**config.mk**
```make
export PLATFORM = sky130hd
export DESIGN_NAME = fp16pow_seq
export DESIGN_NICKNAME = d
export VERILOG_FILES = /design/src/rtl/fp16pow_seq.sv
export SDC_FILE = /design/constraint.sdc
export NUM_CORES = 1
export LEC_CHECK = 0
export ABC_CLOCK_PERIOD_IN_PS = 21400
export BUFFER_PORTS_ARGS = -buffer_cell sky130_fd_sc_hd__clkbuf_2
export CORE_MARGIN = 2
export CORE_UTILIZATION = 40
export DETAILED_ROUTE_END_ITERATION = 6
export PLACE_DENSITY = 0.67
export RECOVER_POWER = 50
export SLEW_MARGIN = 25
export SYNTH_ARGS = -nofsm -noshare
export SYNTH_HDL_FRONTEND = slang
export SYNTH_SLANG_ARGS = --single-unit
export TNS_END_PERCENT = 100
```
**constraint.sdc**
```tcl
create_clock -name i_clk -period 21.4 [get_ports i_clk]
set_input_delay 1.07 -clock i_clk [delete_from_list [all_inputs] [get_ports i_clk]]
set_output_delay 1.07 -clock i_clk [all_outputs]
set_load 0.05 [all_outputs]
```
**src/rtl/fp16pow_seq.sv**
```systemverilog
// fp16 integer power, right-to-left square-and-multiply, one exponent bit per cycle.
// Optional abort port enabled by defining FP16POW_ABORT_EN.
`ifndef FP16_WIDTH
`define FP16_WIDTH 16
`endif

module fp16mul (
  input  logic [`FP16_WIDTH-1:0] i_a,
  input  logic [`FP16_WIDTH-1:0] i_b,
  output logic [`FP16_WIDTH-1:0] o_p
);

  logic              sa, sb, sp;
  logic [4:0]        ea, eb;
  logic [9:0]        fa, fb;
  logic              a_zero, b_zero;
  logic              a_inf, b_inf;
  logic              a_nan, b_nan;
  logic [21:0]       prod;
  logic signed [7:0] ex;
  logic [9:0]        frac;
  logic              unused_lsb;

  assign sa = i_a[15];
  assign sb = i_b[15];
  assign ea = i_a[14:10];
  assign eb = i_b[14:10];
  assign fa = i_a[9:0];
  assign fb = i_b[9:0];
  assign sp = sa ^ sb;

  // Subnormal inputs are treated as zero
  assign a_zero = (ea == 5'd0);
  assign b_zero = (eb == 5'd0);
  assign a_inf  = (ea == 5'd31) && (fa == 10'd0);
  assign b_inf  = (eb == 5'd31) && (fb == 10'd0);
  assign a_nan  = (ea == 5'd31) && (fa != 10'd0);
  assign b_nan  = (eb == 5'd31) && (fb != 10'd0);

  assign prod = {1'b1, fa} * {1'b1, fb};
  assign ex   = $signed({3'b000, ea}) + $signed({3'b000, eb})
              - 8'sd15 + $signed({7'd0, prod[21]});
  assign frac = prod[21] ? prod[20:11] : prod[19:10];
  assign unused_lsb = ^prod[9:0];

  // Truncation is round-toward-zero; too-small results flush to zero
  always_comb begin
    o_p = {sp, ex[4:0], frac};
    if (a_nan || b_nan || (a_inf && b_zero) || (b_inf && a_zero))
      o_p = 16'h7E00;
    else if (a_inf || b_inf)
      o_p = {sp, 15'h7C00};
    else if (a_zero || b_zero)
      o_p = {sp, 15'h0000};
    else if (ex >= 8'sd31)
      o_p = {sp, 15'h7C00};
    else if (ex <= 8'sd0)
      o_p = {sp, 15'h0000};
  end

endmodule

module fp16pow_seq #(
  parameter int EXP_WIDTH = 8
) (
  input  logic                   i_clk,
  input  logic                   i_rst_n,
  input  logic                   i_start,
  input  logic [`FP16_WIDTH-1:0] i_base,
  input  logic [EXP_WIDTH-1:0]   i_exp,
`ifdef FP16POW_ABORT_EN
  input  logic                   i_abort,
`endif
  output logic                   o_busy,
  output logic                   o_done,
  output logic [`FP16_WIDTH-1:0] o_res
);

  typedef enum logic [1:0] {
    IDLE,
    RUN,
    DONE
  } state_t;

  state_t                 state, state_nxt;
  logic [`FP16_WIDTH-1:0] acc, acc_nxt;
  logic [`FP16_WIDTH-1:0] sq, sq_nxt;
  logic [EXP_WIDTH-1:0]   e, e_nxt;
  logic [`FP16_WIDTH-1:0] res_nxt;
  logic [`FP16_WIDTH-1:0] mul_acc, mul_sq;

  fp16mul u_mul_acc (
    .i_a (acc),
    .i_b (sq),
    .o_p (mul_acc)
  );

  fp16mul u_mul_sq (
    .i_a (sq),
    .i_b (sq),
    .o_p (mul_sq)
  );

  always_comb begin
    state_nxt = state;
    acc_nxt   = acc;
    sq_nxt    = sq;
    e_nxt     = e;
    res_nxt   = o_res;
    unique case (state)
      IDLE: begin
        if (i_start) begin
          acc_nxt   = 16'h3C00;
          sq_nxt    = i_base;
          e_nxt     = i_exp;
          state_nxt = RUN;
        end
      end
      RUN: begin
`ifdef FP16POW_ABORT_EN
        if (i_abort)
          state_nxt = IDLE;
        else
`endif
        if (e != '0) begin
          if (e[0])
            acc_nxt = mul_acc;
          sq_nxt = mul_sq;
          e_nxt  = e >> 1;
        end else begin
          res_nxt   = acc;
          state_nxt = DONE;
        end
      end
      DONE: state_nxt = IDLE;
      default: state_nxt = IDLE;
    endcase
  end

  // Status flags are registered copies of the upcoming state
  always_ff @(posedge i_clk or negedge i_rst_n) begin
    if (!i_rst_n) begin
      state  <= IDLE;
      acc    <= '0;
      sq     <= '0;
      e      <= '0;
      o_res  <= '0;
      o_busy <= 1'b0;
      o_done <= 1'b0;
    end else begin
      state  <= state_nxt;
      acc    <= acc_nxt;
      sq     <= sq_nxt;
      e      <= e_nxt;
      o_res  <= res_nxt;
      o_busy <= (state_nxt != IDLE);
      o_done <= (state_nxt == DONE);
    end
  end

endmodule

```
==> impl_metrics.ini <==
[logic_synthesis]
ys_seq_area_frac = 0.144
synth_fa_ha_area_frac = 0.425
ys.flop_type = dfrtp_1
synth_edf_count = 0
muxShareOfSynthArea = 0.0182
ys_seq_elements = 60
syn_inst = 1196
synth.avg_cell_area_um2 = 8.69
netlist_area_um2 = 10400
synth_top_family_by_area = adder cells
yosys_warnings = 0
synthXorXnorAreaFrac = 0.0303
async_reset_ff_frac = 1.00
synth-compound-area-share = 0.129
ys_types = 75
synthesis.nets = 1490
synthSimpleGateAreaFrac = 0.155

[sta]
fmax_ghz = 0.113
worst_slack_ns = 12.54
slew_viol_final = 61
setup_violations = 0
rsz0062_at_grt = false
slew_headroom = -1.35
setup_tns_ns = 0
finalClockSkew_ns = 0.0137
min_period_ns = 8.86
hold_viol_final = 0
worstMarginPinSlew_ns = 3.52
period_share = 0.414
whs_ns = 0.474

[worst_setup_path]
worstPathArrival_ns = 9.14
end_kind = flip-flop
crit_type = flip-flop to flip-flop
cp_slowest_cell = dfrtp_1
timing.rr.start = sq[8]
critPathLaunch = sq[8]
startpoint_type = flip-flop
crit_path_frequent_cell = inv_1
cp-endpoint = acc[9]
reg2reg_slack_ns = 12.54
reg2reg_depth = 32
cp_max_fo = 21
required_ns = 21.68
rr_endpoint = acc[9]
slowest_delay_ns = 0.89

[global_routing]
grt_pass1_wl_mm = 40.8
first_global_vias = 8273
grt.overflow.total = 0
track_usage = 0.190
antenna_found_initial = 0
grt_max_degree = 61

[drt]
highest_layer = met4
drtAntennaViolNets = 0
drt_iter0_markers = 449
drc = 0
dr_wl_met3_mm = 1.38
vias_per_cell = 5.31
via_count = 8246
wire_per_inst_um = 15.6
first_pass_iters = 5
wirelength_mm = 24.2
dr_wl_met2_mm = 11.8
met1Wirelength_mm = 10.6

[power_and_ir_drop]
power.leakage_nw = 5.91
seqPwrFrac = 0.147
peakVddDrop_v = 0.0000981
pwr-share-clk = 0.092
pwr_density_cell_nw_per_um2 = 138
internal-power_mw = 0.701
power.share.combinational = 0.761
switchingPower_mw = 0.841
swShare = 0.546
p_total_mw = 1.54

[min_path]
min_path_cells = 2
hold_path_class = flip-flop to flip-flop

[floorplan]
core_area_um2 = 25800
start_util = 0.404
die_width_um = 165
die_area_um2 = 27300
ios = 45
fp-row-count = 59
die_height_um = 165

[place]
dp_slack_ns = 12.60
post_dp_cell_area_um2 = 10900
place.gp.congestion = 0.883
placed_cells = 1539
numPortBuffers = 44
dp_hpwl_mm = 19.0

[cells_and_area]
finalNonFillerCells = 1554
final_cell_mix = 221 x inv_1, 148 x nand2_1, 143 x fa_1
nNetsFinal = 1509
syn_to_final_growth_pct = 7.61
antenna_cells = 0
final_util = 0.434
postLayoutCellArea_um2 = 11200
drive_gt1_frac = 0.0804
layout_commonest_cell = inv_1

[clocking]
root_buffer = clkbuf_16
cts.path.max_buffers = 2
cts.repair.resized = 0
cts_setup_buffers = 0
postCtsHoldBufs = 0
cts_tree = done
clock_sinks = 60
cts_buffers = 9
path_clk_slew_ns = 0.07
clkLatencyLatePin_ns = 0.35
clock_tree.htree_level_count = 3

[outcome]
status = finished, violations left
violations = capacitance limit, slew limit

[run]
drv_cap = 1
## cells by family after synthesis
logic type,after synthesis
mux,18
xor+xnor,33
flops,60
buf+inv,272
fa+ha+maj,267
compound gates,200
simple gates,346
## worst min-delay path by stage
stage | start | end | slack [ns]
CTS | o_res[3] | o_res[3] | 0.48
detailed placement | o_res[3] | o_res[3] | 0.47
global route | o_res[3] | o_res[3] | 0.50
finish | o_res[3] | o_res[3] | 0.47
global placement | o_res[15] | o_res[15] | 0.46
floorplan | acc[15] | o_res[15] | 0.44
## cell usage after synthesis (all sizes together) (3+ instances only)
library cell	count	share of area
a31oi	13	0.0078
buf	4	0.0023
o22ai	5	0.0030
dfrtp	60	0.14
fa	143	0.28
nand4	6	0.0036
nand3b	4	0.0041
nand3	17	0.0082
o221ai	8	0.0067
a211oi	8	0.0087
o41ai	4	0.0041
xnor2	19	0.016
and3	9	0.0059
nand2b	5	0.0030
a21oi	47	0.023
inv	224	0.081
nor2b	3	0.0018
mux2	7	0.0076
or2	10	0.0060
nor3	13	0.0063
clkbuf	38	0.014
clkinv	6	0.0022
and2	29	0.017
nor4	5	0.0030
o31ai	4	0.0034
a21o	13	0.0094
and4	3	0.0025
o21ai	53	0.026
or3	4	0.0024
or4	6	0.0043
a22oi	3	0.0022
xor2	14	0.014
o21a	8	0.0058
nor2	80	0.030
o21bai	10	0.0076
nand2	148	0.053
mux2i	11	0.011
o211ai	5	0.0041
ha	124	0.15
## registers in the layout, summed over array words and instances (netlist names)
signal  flops
acc        16
o_res      16
sq         16
e           8
state       2
o_busy      1
o_done      1
## power by group through the flow
| stage | logic (mW) | clock network [mW] | registers [mW] |
|---|---|---|---|
| floorplan | 0.895 | 0 | 0.230 |
| global placement | 1.15 | 0 | 0.225 |
| detailed placement | 1.17 | 0 | 0.227 |
| CTS | 1.17 | 0.145 | 0.225 |
| global route | 1.34 | 0.150 | 0.234 |
| finish | 1.17 | 0.142 | 0.226 |
## metal layers
| metal | track usage | vias to the layer above |
|---|---|---|
| met5 | 0 | - |
| met4 | 0.0462 | 0 |
| met3 | 0.0215 | 31 |
| met2 | 0.325 | 245 |
| met1 | 0.257 | 4064 |
| li1 | - | 3906 |
## critical path, delay by kind of cell, from the launching register on
| family | cells | cell delay, ns |
|---|---|---|
| adders and majority gates | 8 | 3.15 |
| and+or+nand+nor | 8 | 2.33 |
| AOI/OAI and AO/OA | 7 | 1.10 |
| DFF | 1 | 0.89 |
| buffers and inverters | 7 | 0.80 |
| xor gates and xnor gates | 1 | 0.32 |
| muxes | 1 | 0.22 |
## area by class of cell
type	count	area, um2
clock buffer	11	253
sequential	60	1500
multi-input combinational	864	7870
tap	335	419
fill	2508	14600
inverter	230	863
clock inverter	4	25.0
timing repair buffer	50	260
Note: power is estimated with default switching activity, not from simulation.
